**src/rtl/fir_pkg.sv**
```systemverilog
// Shared sizing and saturation helpers for the FIR accumulate/saturate stages.
package fir_pkg;

  localparam int DATA_W_DEF = 24;

  // Accumulator must hold NUM_TAPS worst-case products plus a sign guard bit.
  function automatic int acc_width(input int data_w, input int num_taps);
    return data_w + $clog2(num_taps) + 1;
  endfunction

  function automatic longint sat_max(input int data_w);
    return (longint'(1) <<< (data_w - 1)) - 1;
  endfunction

  function automatic longint sat_min(input int data_w);
    return -(longint'(1) <<< (data_w - 1));
  endfunction

endpackage

```
**src/rtl/sat_trunc.sv**
```systemverilog
// Combinational signed saturate-and-truncate from IN_W bits down to OUT_W bits.
module sat_trunc
  import fir_pkg::*;
#(
  parameter int IN_W  = 27,
  parameter int OUT_W = 24
) (
  input  logic [IN_W-1:0]  val_i,
  output logic [OUT_W-1:0] val_o,
  output logic             ovf_o
);

  localparam logic [IN_W-1:0]  MAX_IN  = IN_W'(sat_max(OUT_W));
  localparam logic [IN_W-1:0]  MIN_IN  = IN_W'(sat_min(OUT_W));
  localparam logic [OUT_W-1:0] MAX_OUT = OUT_W'(sat_max(OUT_W));
  localparam logic [OUT_W-1:0] MIN_OUT = OUT_W'(sat_min(OUT_W));

  always_comb begin
    val_o = val_i[OUT_W-1:0];
    ovf_o = 1'b0;
    if ($signed(val_i) > $signed(MAX_IN)) begin
      val_o = MAX_OUT;
      ovf_o = 1'b1;
    end else if ($signed(val_i) < $signed(MIN_IN)) begin
      val_o = MIN_OUT;
      ovf_o = 1'b1;
    end
  end

endmodule

```
**src/rtl/fir_accum.sv**
```systemverilog
// Sums NUM_TAPS consecutive signed products into one saturated output sample,
// with a ready/valid registered output that holds under backpressure.
module fir_accum
  import fir_pkg::*;
#(
  parameter int DATA_W   = DATA_W_DEF,
  parameter int NUM_TAPS = 4
) (
  input  logic              clk,
  input  logic              reset,
  input  logic              i_valid,
  input  logic              i_ready,
  input  logic [DATA_W-1:0] i_data,
  output logic [DATA_W-1:0] o_data,
  output logic              o_valid,
  output logic              o_ready,
  output logic              o_sat
);

  localparam int ACC_W = acc_width(DATA_W, NUM_TAPS);
  localparam int CNT_W = (NUM_TAPS > 1) ? $clog2(NUM_TAPS) : 1;
  localparam logic [CNT_W-1:0] LAST_TAP = CNT_W'(NUM_TAPS - 1);

  logic [ACC_W-1:0]  acc_q, acc_d;
  logic [CNT_W-1:0]  cnt_q, cnt_d;
  logic [DATA_W-1:0] data_q, data_d;
  logic              sat_q, sat_d;
  logic              valid_q, valid_d;

  logic              last_tap;
  logic              accept;
  logic [ACC_W-1:0]  sum;
  logic [DATA_W-1:0] sum_sat;
  logic              sum_ovf;

  assign last_tap = (cnt_q == LAST_TAP);
  // Only the final tap needs the output register free; earlier taps keep flowing.
  assign o_ready  = !last_tap || !valid_q || i_ready;
  assign accept   = i_valid && o_ready;
  assign sum      = ((cnt_q == '0) ? '0 : acc_q)
                  + {{(ACC_W-DATA_W){i_data[DATA_W-1]}}, i_data};

  sat_trunc #(
    .IN_W  (ACC_W),
    .OUT_W (DATA_W)
  ) u_sat (
    .val_i (sum),
    .val_o (sum_sat),
    .ovf_o (sum_ovf)
  );

  always_comb begin
    acc_d   = acc_q;
    cnt_d   = cnt_q;
    data_d  = data_q;
    sat_d   = sat_q;
    valid_d = valid_q;
    if (valid_q && i_ready) valid_d = 1'b0;
    if (accept) begin
      if (last_tap) begin
        data_d  = sum_sat;
        sat_d   = sum_ovf;
        valid_d = 1'b1;
        cnt_d   = '0;
      end else begin
        acc_d = sum;
        cnt_d = cnt_q + 1'b1;
      end
    end
  end

  always_ff @(posedge clk) begin
    if (reset) begin
      acc_q   <= '0;
      cnt_q   <= '0;
      data_q  <= '0;
      sat_q   <= 1'b0;
      valid_q <= 1'b0;
    end else begin
      acc_q   <= acc_d;
      cnt_q   <= cnt_d;
      data_q  <= data_d;
      sat_q   <= sat_d;
      valid_q <= valid_d;
    end
  end

  assign o_data  = data_q;
  assign o_sat   = sat_q;
  assign o_valid = valid_q;

endmodule
```
**config.mk**
```make
export PLATFORM = sky130hd
export DESIGN_NAME = fir_accum
export DESIGN_NICKNAME = d
export VERILOG_FILES = /design/src/rtl/fir_pkg.sv /design/src/rtl/sat_trunc.sv /design/src/rtl/fir_accum.sv
export SDC_FILE = /design/constraint.sdc
export NUM_CORES = 1
export LEC_CHECK = 0
export ABC_AREA = 1
export BUFFER_PORTS_ARGS = -buffer_cell sky130_fd_sc_hd__buf_2
export CORE_ASPECT_RATIO = 1.1
export CORE_MARGIN = 3
export CORE_UTILIZATION = 53
export CTS_CLUSTER_DIAMETER = 30
export CTS_CLUSTER_SIZE = 20
export DETAILED_ROUTE_END_ITERATION = 8
export PLACE_DENSITY_LB_ADDON = 0.25
export SLEW_MARGIN = 30
export SYNTH_ARGS = -nofsm -noshare
export SYNTH_HDL_FRONTEND = slang
export SYNTH_SLANG_ARGS = --single-unit
```
**constraint.sdc**
```tcl
create_clock -name clk -period 3 [get_ports clk]
set_input_delay 0.75 -clock clk [delete_from_list [all_inputs] [get_ports clk]]
set_output_delay 0.75 -clock clk [all_outputs]
set_load 0.01 [all_outputs]
```
==> impl_results.md <==
* Largest net degree at the start of global routing at 51
* Crit path max fanout at 17
* Pre-CTS setup slack at 0.0557 ns
* EDFF count, synth at 0
* Clock Latency Late Sink at 0.31 ns
* DP Area at 4430 um^2
* Required time of the worst setup path at 3.24 ns
* Avg WL per Cell at 13.3 um
* Vias in the first global route at 3725
* Initial drt markers at 127
* Total gr overflow at 0
* Via count at 4039
* Final core occ at 0.658
* CTS sink cnt at 55
* CP Class: reg2reg
* Final worst path period share at 0.939
* First-pass GRT wire length at 16200 um
* H-tree depth at 2
* Sequential area share after synthesis at 0.271
* Cells after synthesis at 636
* Fillers at 673
* Crit path DAT at 3.06 ns
* Least-Margin Pin Slew at 0.671 ns
* Cell area after synthesis at 4060 um^2
* Initial antenna violation count at 0
* Final wirelength at 10300 um
* Antenna Cells at 0
* Slew headroom at 0.552
* Synth cell types at 32
* Final Hold Viols at 0
* Die W at 89.5 um
* Post-route DRC at 0
* CTS tree: built
* GPL Wtd Cong at 0.908
* Num ports at 55
* Worst setup margin at 0.184 ns
* Via-per-instance ratio at 5.20
* Skew final at 0.00711 ns
* Critical path launch point type: flop
* Fmax at 355 MHz
* Area delta synth->final at 16.8%
* Max VDD drop at 0.178 mV
* Finished Cell Area at 4740 um^2
* HPWL Detailed at 7490 um
* Syn nets at 693
* CTS Root Cell: clkbuf_8
* Syn avg cell area at 6.38 um^2
* # nets final at 748
* Chip Height at 97.8 um
* Critical Path End Type: flop
* Register bit total from synthesis at 55
* Clock Pin Slew Worst Setup and Hold Paths at 0.10 ns
* Final setup violation count at 0
* Power Total at 2.00 mW
* Share of cells above drive strength 1 at 0.203
* Post-route minimum period at 2.82 ns
* Static leakage at 2.60 nW
* Type of the worst min-delay path: reg2reg
* Status: finished clean
* Pre-antenna DRT Iters at 5
* Hold buffer count at cts at 0
* Area of the multi-input gates at 2550 um^2
* Sequential cell area at 1100 um^2
* IO Port Bufs at 54
* CTS buffer count at 5
* Max Cap Viol at 0
* Pwr/cell area at 422 nW/um^2
* Clk buf depth at 2
* Die area at 8750 um^2
* Async set or reset register ratio after synthesis at 0
* Starting Density at 0.563
* Global Route Usage Sum at 0.226
* Placeable Area at 7210 um^2
* Rows at 32
* Ys Warns at 0
* Antenna-violating nets left at 0
* Slew Viols, Final at 0
* Ys flop type: dfxtp_1
-- cells by family after synthesis --
kind of cell,share of synthesized area
AND/OR/NAND/NOR,0.272
buffers and inverters,0.132
AO/OA/AOI/OAI,0.190
flip-flops,0.271
adder cells (fa/ha/maj),0.0912
XOR/XNOR,0.0431
-- layout by cell type (no fill, tap or decap), types with 7 or more instances in the layout --
cell type  synthesis  final
a21oi_2           20     28
nand2_1          164    159
nand3_1           17     17
inv_1            113    112
o21ai_0           51     51
dfxtp_1           55     55
nor2_1            61     52
ha_1              28     24
nor2_2             1      9
nand2_2            5      9
buf_2              1     54
a21oi_1           51     43
xor2_1            13     13
buf_4              0      8
xnor2_1            7      7
-- flip-flops by register name, summed over array words and instances (netlist names) --
name and cells:
acc_q 27, o_data 24, cnt_q 2, o_sat 1, o_valid 1
-- Yosys cell counts (7+ instances only) --
master,number,area [um^2]
a21oi_1,51,255
a21oi_2,20,175
clkbuf_1,12,45.0
dfxtp_1,55,1100
ha_1,28,350
inv_1,113,424
nand2_1,164,616
nand3_1,17,85.1
nor2_1,61,229
o21ai_0,51,255
xnor2_1,7,61.3
xor2_1,13,114
-- critical path: stages, from the launching register on --
cell,delay [ns]
dfxtp_1,0.33
inv_1,0.11
ha_4,0.21
clkbuf_16,0.19
nor2_1,0.05
ha_1,0.38
nand2_1,0.14
nor2_2,0.17
nand2_1,0.08
nor2_1,0.10
nand2_1,0.10
nand3_2,0.10
nand2_1,0.05
nand2_1,0.12
nand3_2,0.13
nand2_4,0.12
buf_12,0.15
nand2_1,0.07
a21oi_2,0.14
-- metrics by stage --
step	hold slack (ns)	setup TNS [ns]	std cells
6_report	0.475	0	776
2_1_floorplan	0.431	0	636
3_5_place_dp	0.466	0	764
3_3_place_gp	0.449	0	764
4_1_cts	0.482	0	771
5_1_grt	0.508	-0.367	776
-- report_power, final --
group          switching (mW)  internal, mW
registers              0.0157         0.780
logic                   0.455         0.259
clock network           0.246         0.244
total                   0.717          1.28
-- final timing paths --
kind / depth (start not counted) / to / startpoint / slack (ns)
max: 18 / o_data[13] / cnt_q[1] / 0.18
min: 2 / o_data[1] / o_data[1] / 0.47
max reg2reg: 18 / o_data[13] / cnt_q[1] / 0.18
min reg2reg: 2 / o_data[1] / o_data[1] / 0.47
-- timing repair --
| action | in CTS | in global routing |
|---|---|---|
| resized for setup | 0 | 33 |
| setup buffers | 0 | 3 |
| endpoints found under the setup margin | 0 | 26 |
-- metal layers --
| metal | global-route usage | vias to the layer above | routed length (um) |
|---|---|---|---|
| met5 | 0 | - | 0 |
| met4 | 0.0584 | 0 | 216 |
| met3 | 0.0262 | 22 | 342 |
| met2 | 0.397 | 91 | 5150 |
| met1 | 0.287 | 1830 | 4600 |
| li1 | - | 2096 | - |
-- final cells by class --
cell class,count,share of cell area
Tap cell,85,0.0224
Clock inverter,2,0.00792
Inverter,115,0.0921
Multi-Input combinational cell,447,0.538
Sequential cell,55,0.232
Clock buffer,5,0.0145
Timing Repair Buffer,67,0.0929
(Power assumes the default switching activity.)
